## src/rtl/buff2mac.sv

```systemverilog
// rtl/buff2mac.sv - packet buffer reader streaming committed frames to the 10G MAC TX client
// Drains {hdr, data...} frames between committed_cons and committed_prod and releases their space.
`ifndef BF
`define BF 9
`endif

module buff2mac #(
   parameter logic [15:0] MIN_LEN = 16'd14,
   parameter logic [15:0] MAX_LEN = 16'd1522
) (
   input  logic          clk,
   input  logic          rst,
   output logic [`BF:0]  rd_addr,
   input  logic [63:0]   rd_data,
   input  logic [`BF:0]  committed_prod,
   output logic [`BF:0]  committed_cons,
   output logic [63:0]   mac_tx_data,
   output logic [7:0]    mac_tx_data_valid,
   output logic          mac_tx_start,
   input  logic          mac_tx_ack,
   output logic          activity,
   output logic [15:0]   sent_pkts,
   output logic [15:0]   bad_hdr
);

   localparam int AW = `BF + 1;
   localparam int NW = 13;

   typedef enum logic [2:0] {IDLE, HDR, PREF, START, STRM, COMMIT, FLUSH} state_t;

   state_t          state;
   logic [AW-1:0]   hdr_addr;
   logic            hdr_ready;
   logic [NW-1:0]   nwords;
   logic [NW-1:0]   wcnt;
   logic [7:0]      last_mask;
   logic [1:0]      pref_cnt;
   logic [63:0]     pref0;
   logic [63:0]     pref1;

   logic [15:0]     hdr_len;
   logic [15:0]     len_p7;
   logic [NW-1:0]   nw_calc;
   logic [7:0]      mask_calc;
   logic [AW-1:0]   cons_next;

   assign hdr_len   = rd_data[47:32];
   assign len_p7    = hdr_len + 16'd7;
   assign nw_calc   = NW'(len_p7 >> 3);
   assign mask_calc = (hdr_len[2:0] == 3'd0) ? 8'hFF : ((8'h01 << hdr_len[2:0]) - 8'h01);
   assign cons_next = hdr_addr + AW'(nwords) + AW'(1);

   always_ff @(posedge clk) begin
      if (rst) begin
         state             <= IDLE;
         rd_addr           <= '0;
         committed_cons    <= '0;
         mac_tx_data       <= '0;
         mac_tx_data_valid <= '0;
         mac_tx_start      <= 1'b0;
         activity          <= 1'b0;
         sent_pkts         <= '0;
         bad_hdr           <= '0;
         hdr_addr          <= '0;
         hdr_ready         <= 1'b0;
         nwords            <= '0;
         wcnt              <= '0;
         last_mask         <= '0;
         pref_cnt          <= '0;
         pref0             <= '0;
         pref1             <= '0;
      end else begin
         activity <= 1'b0;
         case (state)
            IDLE: begin
               // rd_addr parks on the next header so its word is already on rd_data when a frame appears
               rd_addr  <= committed_cons;
               hdr_addr <= committed_cons;
               if (committed_prod != committed_cons) begin
                  hdr_ready <= (rd_addr == committed_cons);
                  state     <= HDR;
               end
            end
            HDR: begin
               if (!hdr_ready) begin
                  hdr_ready <= 1'b1;
               end else if (hdr_len < MIN_LEN || hdr_len > MAX_LEN) begin
                  state <= FLUSH;
               end else begin
                  nwords    <= nw_calc;
                  last_mask <= mask_calc;
                  rd_addr   <= rd_addr + AW'(1);
                  pref_cnt  <= '0;
                  state     <= PREF;
               end
            end
            PREF: begin
               pref_cnt <= pref_cnt + 2'd1;
               case (pref_cnt)
                  2'd0: rd_addr <= rd_addr + AW'(1);
                  2'd1: begin
                     rd_addr <= rd_addr + AW'(1);
                     pref0   <= rd_data;
                  end
                  default: begin
                     // rd_addr now parked on word 2, so rd_data holds it steadily while waiting for ack
                     pref1             <= rd_data;
                     mac_tx_data       <= pref0;
                     mac_tx_data_valid <= 8'hFF;
                     mac_tx_start      <= 1'b1;
                     state             <= START;
                  end
               endcase
            end
            START: begin
               if (mac_tx_ack) begin
                  mac_tx_start      <= 1'b0;
                  mac_tx_data       <= pref1;
                  mac_tx_data_valid <= (nwords == NW'(2)) ? last_mask : 8'hFF;
                  rd_addr           <= rd_addr + AW'(1);
                  wcnt              <= NW'(1);
                  activity          <= 1'b1;
                  state             <= STRM;
               end
            end
            STRM: begin
               activity <= 1'b1;
               if (wcnt == nwords - NW'(1)) begin
                  mac_tx_data       <= '0;
                  mac_tx_data_valid <= '0;
                  state             <= COMMIT;
               end else begin
                  mac_tx_data       <= rd_data;
                  mac_tx_data_valid <= (wcnt + NW'(2) == nwords) ? last_mask : 8'hFF;
                  wcnt              <= wcnt + NW'(1);
                  rd_addr           <= rd_addr + AW'(1);
               end
            end
            COMMIT: begin
               committed_cons <= cons_next;
               rd_addr        <= cons_next;
               sent_pkts      <= sent_pkts + 16'd1;
               state          <= IDLE;
            end
            FLUSH: begin
               committed_cons <= committed_prod;
               rd_addr        <= committed_prod;
               bad_hdr        <= bad_hdr + 16'd1;
               state          <= IDLE;
            end
            default: state <= IDLE;
         endcase
      end
   end

endmodule

```

## config.mk

```make
export PLATFORM = sky130hd
export DESIGN_NAME = buff2mac
export DESIGN_NICKNAME = d
export VERILOG_FILES = /design/src/rtl/buff2mac.sv
export SDC_FILE = /design/constraint.sdc
export NUM_CORES = 1
export LEC_CHECK = 0
export ABC_AREA = 1
export BUFFER_PORTS_ARGS = -buffer_cell sky130_fd_sc_hd__buf_2
export CAP_MARGIN = 15
export CORE_UTILIZATION = 40
export CTS_BUF_LIST = sky130_fd_sc_hd__clkbuf_8 sky130_fd_sc_hd__clkbuf_16
export DETAILED_ROUTE_END_ITERATION = 12
export PLACE_DENSITY_LB_ADDON = 0.1
export SLEW_MARGIN = 20
export SYNTH_ARGS = -nofsm -noshare
export SYNTH_HDL_FRONTEND = slang
export SYNTH_SLANG_ARGS = --single-unit
```

## constraint.sdc

```tcl
create_clock -name clk -period 2.25 [get_ports clk]
set_input_delay 0.225 -clock clk [delete_from_list [all_inputs] [get_ports clk]]
set_output_delay 0.225 -clock clk [all_outputs]
set_load 0.05 [all_outputs]
```

==> results.sh <==
export IMPL_outcome="completed"
export IMPL_synthArstFlopShare=0
export IMPL_clockBufferDepth=3
export IMPL_die_w_um=194
export IMPL_hold_path_class="input port to flip-flop"
export IMPL_fin_skew_ns=0.0135
export IMPL_rows=70
export IMPL_grt_max_degree=99
export IMPL_cts_tree="done"
export IMPL_ys_top_cells_by_count="dfxtp_1 (304), a21oi_1 (269), inv_1 (260)"
export IMPL_seq_area_frac_synth=0.412
export IMPL_met1_usage=0.329
export IMPL_synth_top_area_frac=0.412
export IMPL_fin_util=0.513
export IMPL_clk_pin_slew_worst_paths_ns=0.06
export IMPL_dpl_hpwl_mm=31.5
export IMPL_min_period_ns=2.12
export IMPL_setup_violations=0
export IMPL_slowest_delay_ns=0.36
export IMPL_clk_insertion_delay_late_ns=0.53
export IMPL_synth_most_common_cell="dfxtp_1"
export IMPL_r2r_setup_slack_ns=0.13
export IMPL_slew_violations=0
export IMPL_grt_pass1_vias=13935
export IMPL_synthFlopType="dfxtp_1"
export IMPL_synth_area_sq_um=14800
export IMPL_overflow=0
export IMPL_tns_ns=0
export IMPL_rsz0062_at_grt="yes"
export IMPL_synth_edf_count=0
export IMPL_grt_antenna_before_repair=2
export IMPL_clockRootBuffer="clkbuf_16"
export IMPL_cpLargestDelayFamily="simple AND/OR/NAND/NOR gates"
export IMPL_grt_usage=0.243
export IMPL_ant_nets=0
export IMPL_cpMostUsedCell="nand2_1"
export IMPL_area_growth_pct=26.9
export IMPL_drt_drc_violations_left=0
export IMPL_fmax_mhz=471
export IMPL_yosys_warnings=0
export IMPL_die_area_sq_um=37700
export IMPL_ys_ff_latch=304
export IMPL_routed_wl_mm=46.9
export IMPL_viasPerCell=5.28
export IMPL_maxCapViolCount=0
export IMPL_power_density_nw_per_um2=1110
export IMPL_placed_cell_area_sq_um=16700
export IMPL_crit_slowest_cell="fa_2"
export IMPL_synth_fp_nets=2136
export IMPL_slew_headroom=0.400
export IMPL_drive_above_1_share=0.195
export IMPL_path_buf_inv=2
export IMPL_critPathArrivalTime_ns=2.54
export IMPL_h_tree_depth=2
export IMPL_synthTopCellsByArea="dfxtp_1 (41%), a21oi_1 (9.1%), o21ai_0 (8.7%)"
export IMPL_grt_pass1_wl_mm=74.8
export IMPL_min_period_over_period=0.944
export IMPL_fin_area_sq_um=18800
export IMPL_start_util=0.405
export IMPL_gr_usage_met3=0.0419
export IMPL_grt_busiest_layer="met2"
export IMPL_finalWeightedCongestion=0.925
export IMPL_crit_chain="inv_4 > ha_4 > fa_2 > inv_1 > nand2_1 > nand2_1 > nand2_1 > nand2_2 > a21oi_2 > nor2_1 > nor2_1 > nand2_1 > nand2_1 > or2_2 > o21ai_2 > nor2_1"
export IMPL_crit_fanout=4
export IMPL_clock_sinks=304
export IMPL_first_iter_violations=869
export IMPL_synth_avg_cell_area_sq_um=7.25
export IMPL_worst_slew_pin_slew_ns=0.900
export IMPL_drt_pass1_iter_count=5
export IMPL_critPathKind="flip-flop to flip-flop"
export IMPL_synth_distinct_cells=51
export IMPL_power_uw=20900
export IMPL_wl_per_cell_um=16.7
export IMPL_leakagePower_uw=0.00798
export IMPL_numCtsBuffers=36
export IMPL_synth_area_leader_cell="dfxtp_1"
export IMPL_required_ns=2.67
export IMPL_hold_violations=0
export IMPL_syn_inst=2040
export IMPL_core_area_sq_um=36500
export IMPL_portBuffers=202
export IMPL_gr_usage_met2=0.404
export IMPL_route_vias_total=14793
export IMPL_critPathCaptureType="flip-flop"
export IMPL_vdd_ir_drop_worst_v=0.000687
export IMPL_start_kind="flip-flop"
export IMPL_die_y_um=194
export IMPL_io_pins=203
export IMPL_nets=2403
## layout by cell type, fill, tap and decap left out, types with 16 or more instances in the layout
cell	synthesis	final
inv_1	260	267
o21ai_0	256	254
ha_1	18	16
nand4_1	20	20
dfxtp_1	304	296
buf_12	1	20
buf_4	6	77
a21oi_1	269	268
nand3_1	136	136
clkbuf_16	0	38
nor2_1	147	143
buf_2	19	202
dlygate4sd3_1	0	51
a221oi_1	64	64
nand2_2	18	20
nand2_1	250	245
nor3_1	19	19
xor2_1	33	33
## path summary, 6_finish.rpt
path / startpoint / depth (start not counted) / end
max: nwords[0] / 16 / rd_addr[6]
min: rd_data[46] / 3 / mac_tx_data[46]
max reg2reg: nwords[0] / 16 / rd_addr[6]
min reg2reg: pref0[10] / 2 / pref0[10]
## per-layer routing
| metal | vias up | part of all wire |
|---|---|---|
| li1 | 7408 | - |
| met2 | 401 | 0.47 |
| met1 | 6933 | 0.46 |
| met3 | 49 | 0.063 |
| met4 | 2 | 0.013 |
| met5 | - | 0.00023 |
## final cells by class
| type | instances | area [sq um] |
|---|---|---|
| clock buffers | 44 | 1010 |
| well taps | 468 | 586 |
| inverters | 273 | 1030 |
| fillers | 3552 | 17800 |
| repair buffers | 352 | 2550 |
| diodes | 2 | 5.00 |
| clock inverters | 21 | 236 |
| multi-input cells | 1340 | 7230 |
| flip-flops and latches | 304 | 6100 |
## sequential cells by signal, summed over array words and instances (netlist names), 13 cells and up
name,flops
wcnt,13
pref0,64
mac_tx_data,64
bad_hdr,16
pref1,64
sent_pkts,16
nwords,13
## worst min-delay path: stages
cell,delay (ns)
buf_2,0.13
nand3_1,0.08
a21oi_1,0.06
## power breakdown
part           switching (uW)  internal (uW)  total [uW]
clock network            2360           3760        6120
registers                 581           6340        6930
logic                    5640           2160        7800
## what timing repair did
item / in CTS / in global routing
endpoints found under the setup margin: 1 / 112
hold buffers: 51 / 0
pin swaps: 0 / 14
setup buffers: 0 / 9
hold endpoints to repair: 96 / 0
gates cloned: 0 / 2
resized for setup: 1 / 33
## through the flow
step | std cells | hold WS (ns) | setup slack [ns]
floorplan | 2040 | 0.371 | 0.0840
global placement | 2675 | 0.430 | -0.0489
detailed placement | 2675 | 0.435 | -0.0635
CTS | 2791 | 0.00291 | 0.00675
global route | 2802 | 0.0211 | -0.0291
finish | 2804 | 0.0126 | 0.126
## cell families after synthesis
family / Yosys count / share of synthesized area
adder cells (fa/ha/maj): 19 / 0.0166
AO/OA/AOI/OAI: 648 / 0.246
AND/OR/NAND/NOR: 630 / 0.193
buffers and inverters: 396 / 0.107
flip-flops: 304 / 0.412
XOR/XNOR: 43 / 0.0255
Power figures use the tool's default switching activity.
